**src/rtl/discrete_i2s_sample_tx.sv**
```systemverilog
// rtl/discrete_i2s_sample_tx.sv - FIFO-buffered mono sample to stereo I2S serializer
// Define I2S_TX_LEFT_JUSTIFIED_EN for left-justified alignment (default: standard I2S).
module discrete_i2s_sample_tx #(
    parameter int BCLK_HALF  = 4,
    parameter int FIFO_DEPTH = 4,
    parameter int LEVEL_W    = 3
) (
    input  logic               clk,
    input  logic               reset_n,
    input  logic               audio_clk_en,
    input  logic signed [15:0] sample_in,
    input  logic               clear_flags,
    output logic               i2s_bclk,
    output logic               i2s_lrck,
    output logic               i2s_data,
    output logic [LEVEL_W-1:0] fifo_level,
    output logic               overflow,
    output logic               underrun
);
    localparam int DIV_W = (BCLK_HALF > 1) ? $clog2(BCLK_HALF) : 1;
    localparam int PTR_W = $clog2(FIFO_DEPTH);
    localparam logic [DIV_W-1:0]   DIV_MAX  = DIV_W'(BCLK_HALF - 1);
    localparam logic [LEVEL_W-1:0] LVL_FULL = LEVEL_W'(FIFO_DEPTH);

    // IDLE means no frame has started since reset; the first fall event opens slot 0
    typedef enum logic {ST_IDLE, ST_RUN} state_t;
    state_t state, state_nxt;

    logic [DIV_W-1:0] div_cnt;
    logic [4:0]       slot_cnt, slot_nxt;
    logic             fall_evt, frame_start, half_start;
    logic [15:0]      held, shift_reg, word_nxt;
    logic [15:0]      mem [FIFO_DEPTH];
    logic [PTR_W-1:0] wr_ptr, rd_ptr;
    logic             fifo_empty, fifo_full, do_push, do_pop, push_drop;

    assign fall_evt = (div_cnt == DIV_MAX) && i2s_bclk;

    always_ff @(posedge clk or negedge reset_n) begin
        if (!reset_n) begin
            div_cnt  <= '0;
            i2s_bclk <= 1'b0;
        end else if (div_cnt == DIV_MAX) begin
            div_cnt  <= '0;
            i2s_bclk <= ~i2s_bclk;
        end else begin
            div_cnt <= div_cnt + DIV_W'(1);
        end
    end

    always_ff @(posedge clk or negedge reset_n) begin
        if (!reset_n) state <= ST_IDLE;
        else          state <= state_nxt;
    end

    always_comb begin
        state_nxt   = state;
        slot_nxt    = slot_cnt;
        frame_start = 1'b0;
        half_start  = 1'b0;
        if (fall_evt) begin
            if (state == ST_IDLE) begin
                state_nxt   = ST_RUN;
                slot_nxt    = 5'd0;
                frame_start = 1'b1;
            end else begin
                slot_nxt    = slot_cnt + 5'd1;
                frame_start = (slot_cnt == 5'd31);
            end
            half_start = (slot_nxt[3:0] == 4'd0);
        end
    end

    assign fifo_empty = (fifo_level == '0);
    assign fifo_full  = (fifo_level == LVL_FULL);
    assign do_pop     = frame_start && !fifo_empty;
    // A simultaneous pop frees the slot, so a push into a full FIFO is accepted then
    assign do_push    = audio_clk_en && (!fifo_full || do_pop);
    assign push_drop  = audio_clk_en && fifo_full && !do_pop;
    assign word_nxt   = do_pop ? mem[rd_ptr] : held;

    always_ff @(posedge clk) begin
        if (do_push) mem[wr_ptr] <= sample_in;
    end

    always_ff @(posedge clk or negedge reset_n) begin
        if (!reset_n) begin
            wr_ptr     <= '0;
            rd_ptr     <= '0;
            fifo_level <= '0;
        end else begin
            if (do_push) wr_ptr <= wr_ptr + PTR_W'(1);
            if (do_pop)  rd_ptr <= rd_ptr + PTR_W'(1);
            if (do_push && !do_pop)      fifo_level <= fifo_level + LEVEL_W'(1);
            else if (do_pop && !do_push) fifo_level <= fifo_level - LEVEL_W'(1);
        end
    end

    always_ff @(posedge clk or negedge reset_n) begin
        if (!reset_n) begin
            slot_cnt  <= '0;
            i2s_lrck  <= 1'b0;
            i2s_data  <= 1'b0;
            held      <= '0;
            shift_reg <= '0;
        end else if (fall_evt) begin
            slot_cnt <= slot_nxt;
            i2s_lrck <= slot_nxt[4];
            if (frame_start) held <= word_nxt;
`ifdef I2S_TX_LEFT_JUSTIFIED_EN
            if (half_start) begin
                i2s_data  <= word_nxt[15];
                shift_reg <= {word_nxt[14:0], 1'b0};
            end else begin
                i2s_data  <= shift_reg[15];
                shift_reg <= {shift_reg[14:0], 1'b0};
            end
`else
            // Slot 0 emits the LSB left over from the previous half-word
            i2s_data <= shift_reg[15];
            if (half_start) shift_reg <= word_nxt;
            else            shift_reg <= {shift_reg[14:0], 1'b0};
`endif
        end
    end

    always_ff @(posedge clk or negedge reset_n) begin
        if (!reset_n) begin
            overflow <= 1'b0;
            underrun <= 1'b0;
        end else begin
            if (push_drop)        overflow <= 1'b1;
            else if (clear_flags) overflow <= 1'b0;
            if (frame_start && fifo_empty) underrun <= 1'b1;
            else if (clear_flags)          underrun <= 1'b0;
        end
    end
endmodule

```
**config.mk**
```make
export PLATFORM = sky130hd
export DESIGN_NAME = discrete_i2s_sample_tx
export DESIGN_NICKNAME = d
export VERILOG_FILES = /design/src/rtl/discrete_i2s_sample_tx.sv
export SDC_FILE = /design/constraint.sdc
export NUM_CORES = 1
export LEC_CHECK = 0
export BUFFER_PORTS_ARGS = -buffer_cell sky130_fd_sc_hd__buf_4
export CAP_MARGIN = 10
export CORE_MARGIN = 1.5
export CORE_UTILIZATION = 60
export DETAILED_ROUTE_END_ITERATION = 8
export GPL_ROUTABILITY_DRIVEN = 0
export PLACE_DENSITY = 0.77
export SYNTH_ARGS = -nofsm -noshare
export SYNTH_HDL_FRONTEND = slang
export SYNTH_SLANG_ARGS = --single-unit
```
**constraint.sdc**
```tcl
create_clock -name clk -period 3.6 [get_ports clk]
set_input_delay 0.18 -clock clk [delete_from_list [all_inputs] [get_ports clk]]
set_output_delay 0.18 -clock clk [all_outputs]
set_load 0.01 [all_outputs]
```
==> flow_summary.toml, run 1 <==
[logic_synthesis]
synthFlopType = "edfxtp_1"
synthTopCellsByArea = "edfxtp_1 (40%), dfrtp_1 (27%), mux4_1 (4.4%)"
netlist.area_leader.share = 0.404
ys_seq_area_frac = 0.672
avgSynthCellArea_um2 = 16.4
synthesis.area_um2 = 4760
async_flop_share = 0.443
yosysTopAreaCell = "edfxtp_1"
ys_types = 36
syn_nets = 320
synth_edf_count = 64
netlist_instances = 291
ys_seq_elements = 115
yosys_warnings = 0

[global_routing]
grt-ovfl-total = 0
grt_pass1_wl_um = 14400
grt_max_degree = 52
antenna_found_initial = 0
grt_usage = 0.237
grt_pass1_vias = 2632

[cells_and_area]
final_core_util = 0.755
drive_gt1_frac = 0.265
antenna_cells = 0
nets = 378
area_delta_synth_final_pct = 21.9
n_fill_cell = 432
largest_reg_flops = 64

[setup_path]
path_class = "register to register"
cp.arrival_ns = 3.47
critPathRequiredTime_ns = 4.01
crit_chain = "ha_1 > and3_1 > ha_1 > nor2b_1 > nor3_4 > inv_1 > ha_1 > inv_1 > fa_1 > mux2_2"
reg2reg_slack_ns = 0.53
crit_path_max_fanout = 19
critPathBufInv = 2
startpoint_type = "register"
crit_path_top_delay_cell = "nor3_4"
critPathMaxStageDelay_ns = 0.83
cp-end-kind = "register"
path_delay_family = "simple AND/OR/NAND/NOR gates"
cp_common_cell = "ha_1"

[outcome]
outcome = "finished clean"

[routing]
drtIter0Drc = 206
drc = 0
vias = 2623
vias_per_cell = 5.65
drt_first_pass_iters = 4
post_drt_wl_per_cell_um = 19.4
wirelength_um = 9000
antenna_left = 0

[flow_run]
maxCapViolCount = 0

[floorplanning]
start_util = 0.619
die_h_um = 92.1
num_rows = 32
fp.dieW_um = 92.1
pin_count = 28
core_area_um2 = 7690
fp.dieArea_um2 = 8470

[pwr]
leakage_nw = 2.39
share_comb_of_total_power = 0.161
clock_power_share = 0.387
vdd_drop_max_mv = 0.408
switchingPower_w = 0.00111
sw_frac_of_total = 0.272
power_density_nw_per_um2 = 706
internal-power_w = 0.00299
seq_power_share = 0.452

[timing]
hold_viol = 0
final.period_utilization = 0.852
slew_headroom = 0.264
clock-skew-final_ns = 0.00820
setup_viol = 0
tns_ns = 0
fmax_mhz = 326
worstMarginPinSlew_ns = 1.10
slew_viol_final = 0
rsz0062_at_grt = "false"
min_period_ns = 3.07

[clocking]
clkTransAtPathRegs_ns = 0.06
clockBufferDepth = 2
clock_sinks = 115
cts_tree = "yes"
post_cts_resized = 0
insertion_delay_ns = 0.52
htreeDepth = 4
cts_made_buffers = 17
root_buffer = "clkbuf_8"

[min_path]
hp-class = "input port to asynchronous set/reset pin"

[place]
io_buffers = 27
post-dp-hpwl_um = 4380
cells by family after synthesis:
group | count (synthesis) | share of synthesized area
AO/OA/AOI/OAI | 41 | 0.0639
multiplexers | 35 | 0.133
XOR/XNOR | 7 | 0.0129
adder cells (fa/ha/maj) | 9 | 0.0252
flip-flops | 115 | 0.672
AND/OR/NAND/NOR | 63 | 0.0684
buffers and inverters | 21 | 0.0242
per-layer routing:
metal	GRT usage	vias up	wire length, um
met5	0	-	0
met1	0.332	1322	3980
met2	0.371	73	4520
met3	0.0481	18	353
li1	-	1210	-
met4	0.0897	0	157
synthesized netlist by cell type, types with 4 or more instances:
cell type  count
buf_2          4
xor2_1         4
a211o_1       14
mux2_4         8
mux4_1         8
o21ai_0        5
dfrtp_1       51
inv_1          7
nand2_1       29
mux4_2         8
mux2_2        11
a21oi_1       15
and2_1        19
ha_1           8
edfxtp_1      64
nor2b_1        4
clkbuf_1       5
what timing repair did:
item,in CTS,in global routing
setup buffers,0,0
endpoints found under the hold margin,117,0
hold buffers,19,0
cell type report:
cell class	instances	area, um^2	area share
Multi-Input combinational cell	155	1450	0.249
Inverter	7	26.3	0.00453
Tap cell	102	128	0.0220
Clock buffer	17	414	0.0714
Timing Repair Buffer	53	445	0.0768
Clock inverter	15	145	0.0250
Sequential cell	115	3200	0.551
path summary, 6_finish.rpt:
kind | start | end | cells past startpoint
worst min register to register | div_cnt[0] | div_cnt[0] | 1
max in group asynchronous | reset_n | held[6] | 2
worst max-delay path | slot_cnt[0] | fifo_level[1] | 10
worst max register to register | slot_cnt[0] | fifo_level[1] | 10
worst min-delay path | reset_n | underrun | 2
min in group clk | sample_in[10] | mem[1][10] | 2
metrics by stage:
| stage | hold WS [ns] | cell area, um^2 | std cells | worst slack, ns | power, W |
|---|---|---|---|---|---|
| after floorplan | -0.116 | 4760 | 291 | 1.02 | 0.00229 |
| after global placement | 0.251 | 5050 | 413 | 0.621 | 0.00247 |
| after detailed placement | 0.251 | 5050 | 413 | 0.555 | 0.00249 |
| after CTS | 0.262 | 5800 | 464 | 0.525 | 0.00410 |
| after global routing | 0.295 | 5800 | 464 | 0.344 | 0.00426 |
| final | 0.224 | 5800 | 464 | 0.532 | 0.00410 |
placed cells by master, fill, tap and decap left out, drive strengths merged:
master	count
clkinvlp	5
a211o	14
a221o	1
nand2	29
a21oi	15
dfrtp	51
a31oi	1
a41o	1
xnor2	3
bufinv	1
xor2	4
nor2b	4
edfxtp	64
dlygate4sd3	19
a32o	1
a22o	1
nor3	2
ha	8
and2	19
o21ai	5
nand3	2
nor2	3
o41ai	2
clkinv	1
clkbuf	17
inv	15
and3	2
mux2	19
mux4	16
buf	34
fa	1
nand2b	2
power groups by stage:
stage | clock network, W | registers (W) | logic [W]
after detailed placement | 0 | 0.00186 | 0.000636
final | 0.00159 | 0.00185 | 0.000660
after CTS | 0.00159 | 0.00184 | 0.000667
after global placement | 0 | 0.00184 | 0.000626
after floorplan | 0 | 0.00181 | 0.000480
after global routing | 0.00166 | 0.00188 | 0.000726
Note: power is estimated with default switching activity, not from simulation.
==> run 2: changes to the inputs <==
--- a/config.mk
+++ b/config.mk
@@ -12,5 +12,5 @@
 export DETAILED_ROUTE_END_ITERATION = 8
 export GPL_ROUTABILITY_DRIVEN = 0
-export PLACE_DENSITY = 0.77
+export PLACE_DENSITY = 0.9
 export SYNTH_ARGS = -nofsm -noshare
 export SYNTH_HDL_FRONTEND = slang
==> constraint.sdc (replaced) <==
create_clock -name clk -period 3.6 [get_ports clk]
set_input_delay 0.54 -clock clk [delete_from_list [all_inputs] [get_ports clk]]
set_output_delay 0.54 -clock clk [all_outputs]
set_load 0.01 [all_outputs]
==> flow_summary.toml, run 2 (synthesized netlist as in run 1, its figures left out) <==
[outcome]
outcome = "finished clean"

[pwr]
switchingPower_w = 0.00104
share_comb_of_total_power = 0.155
internal-power_w = 0.00301
power_density_nw_per_um2 = 725
sw_frac_of_total = 0.257
clock_power_share = 0.387
seq_power_share = 0.458
leakage_nw = 2.30
vdd_drop_max_mv = 0.579
finalPower_w = 0.00405

[timing]
min_period_ns = 3.08
clock-skew-final_ns = 0.00761
final.period_utilization = 0.857
hold_viol = 0
setup_viol = 0
rsz0062_at_grt = "false"
slew_headroom = 0.295
worstMarginPinSlew_ns = 1.05
fmax_mhz = 324
tns_ns = 0
slew_viol_final = 0

[cells_and_area]
antenna_cells = 0
final_common_cell = "edfxtp_1"
nets = 356
final_cells = 442
drive_gt1_frac = 0.268
final_core_util = 0.727
n_fill_cell = 456
mostFrequentLayoutCells = "edfxtp_1 (64), dfrtp_1 (51), buf_4 (31), nand2_1 (29), and2_1 (19)"
area_delta_synth_final_pct = 17.4
largest_reg_flops = 64

[setup_path]
startpoint_type = "register"
crit_chain = "ha_1 > and3_1 > ha_1 > nor2b_1 > nor3_4 > inv_1 > ha_1 > inv_1 > fa_1 > mux2_2"
crit_path_top_delay_cell = "nor3_4"
critPathBufInv = 2
timing.rr.end = "fifo_level[1]"
cp_common_cell = "ha_1"
cp.arrival_ns = 3.47
cp-end-kind = "register"
reg2reg_slack_ns = 0.52
rr_worst_depth = 10
crit_path_max_fanout = 19
rr_startpoint = "slot_cnt[0]"
path_class = "register to register"
critPathRequiredTime_ns = 3.99
path_delay_family = "simple AND/OR/NAND/NOR gates"
critPathMaxStageDelay_ns = 0.80

[clocking]
cts_tree = "yes"
htreeDepth = 4
cts_setup_buffers = 0
cts_made_buffers = 17
insertion_delay_ns = 0.51
clockBufferDepth = 2
post_cts_resized = 0
clkTransAtPathRegs_ns = 0.06
clock_sinks = 115
root_buffer = "clkbuf_8"
cts_hold_buf = 0

[place]
dp.cells = 410
io_buffers = 27
post-dp-hpwl_um = 4770

[min_path]
hp-class = "input port to asynchronous set/reset pin"

[routing]
drc = 0
vias_per_cell = 5.60
drt_first_pass_iters = 4
drtIter0Drc = 174
post_drt_wl_per_cell_um = 19.3
antenna_left = 0
wirelength_um = 8520
vias = 2475

[floorplanning]
fp.dieArea_um2 = 8470
die_h_um = 92.1
fp.dieW_um = 92.1
start_util = 0.619
core_area_um2 = 7690
pin_count = 28
num_rows = 32

[global_routing]
grt-ovfl-total = 0
grt_pass1_vias = 2700
grt_max_degree = 52
grt_pass1_wl_um = 14000
grt_usage = 0.228
antenna_found_initial = 0

[flow_run]
maxCapViolCount = 0
run 2: worst register-to-register path, stage by stage, from the launching register on:
cell and delay, ns:
dfrtp_1 0.40, ha_1 0.22, and3_1 0.18, ha_1 0.18, nor2b_1 0.07, nor3_4 0.80
inv_1 0.11, ha_1 0.24, inv_1 0.07, fa_1 0.41, mux2_2 0.27
run 2: per-stage QoR:
step	hold slack [ns]	area (um^2)	worst slack, ns
2_1_floorplan	0.244	4760	1.02
3_3_place_gp	0.418	5030	0.683
3_5_place_dp	0.428	5030	0.539
4_1_cts	0.0612	5590	0.504
5_1_grt	0.109	5590	0.297
6_report	0.0545	5590	0.516
run 2: worst max-delay path by stage:
stage	start	to	slack, ns	cells after the start
after floorplan	slot_cnt[0]	fifo_level[1]	1.02	11
after global placement	slot_cnt[0]	fifo_level[1]	0.68	10
after detailed placement	slot_cnt[0]	fifo_level[1]	0.54	10
after CTS	slot_cnt[0]	fifo_level[1]	0.50	10
after global routing	slot_cnt[0]	fifo_level[1]	0.30	10
final	slot_cnt[0]	fifo_level[1]	0.52	10
run 2: layout make-up:
type	count	area, um^2	share of cell area
inverters	7	26.3	0.00470
clock buffers	18	418	0.0748
flip-flops and latches	115	3200	0.572
clock inverters	14	139	0.0249
well taps	102	128	0.0228
repair buffers	31	233	0.0417
multi-input cells	155	1450	0.259
run 2: per-layer routing:
layer  part of all wire  global-route usage
met1               0.42               0.293
met2               0.51               0.369
met3              0.047              0.0589
met4              0.016               0.101
met5                  0                   0
run 2: power groups by stage:
stage	logic (W)	clock network [W]	registers, W
6_report	0.000630	0.00157	0.00185
5_1_grt	0.000691	0.00164	0.00188
4_1_cts	0.000645	0.00158	0.00186
3_5_place_dp	0.000629	0	0.00187
3_3_place_gp	0.000600	0	0.00185
2_1_floorplan	0.000480	0	0.00181
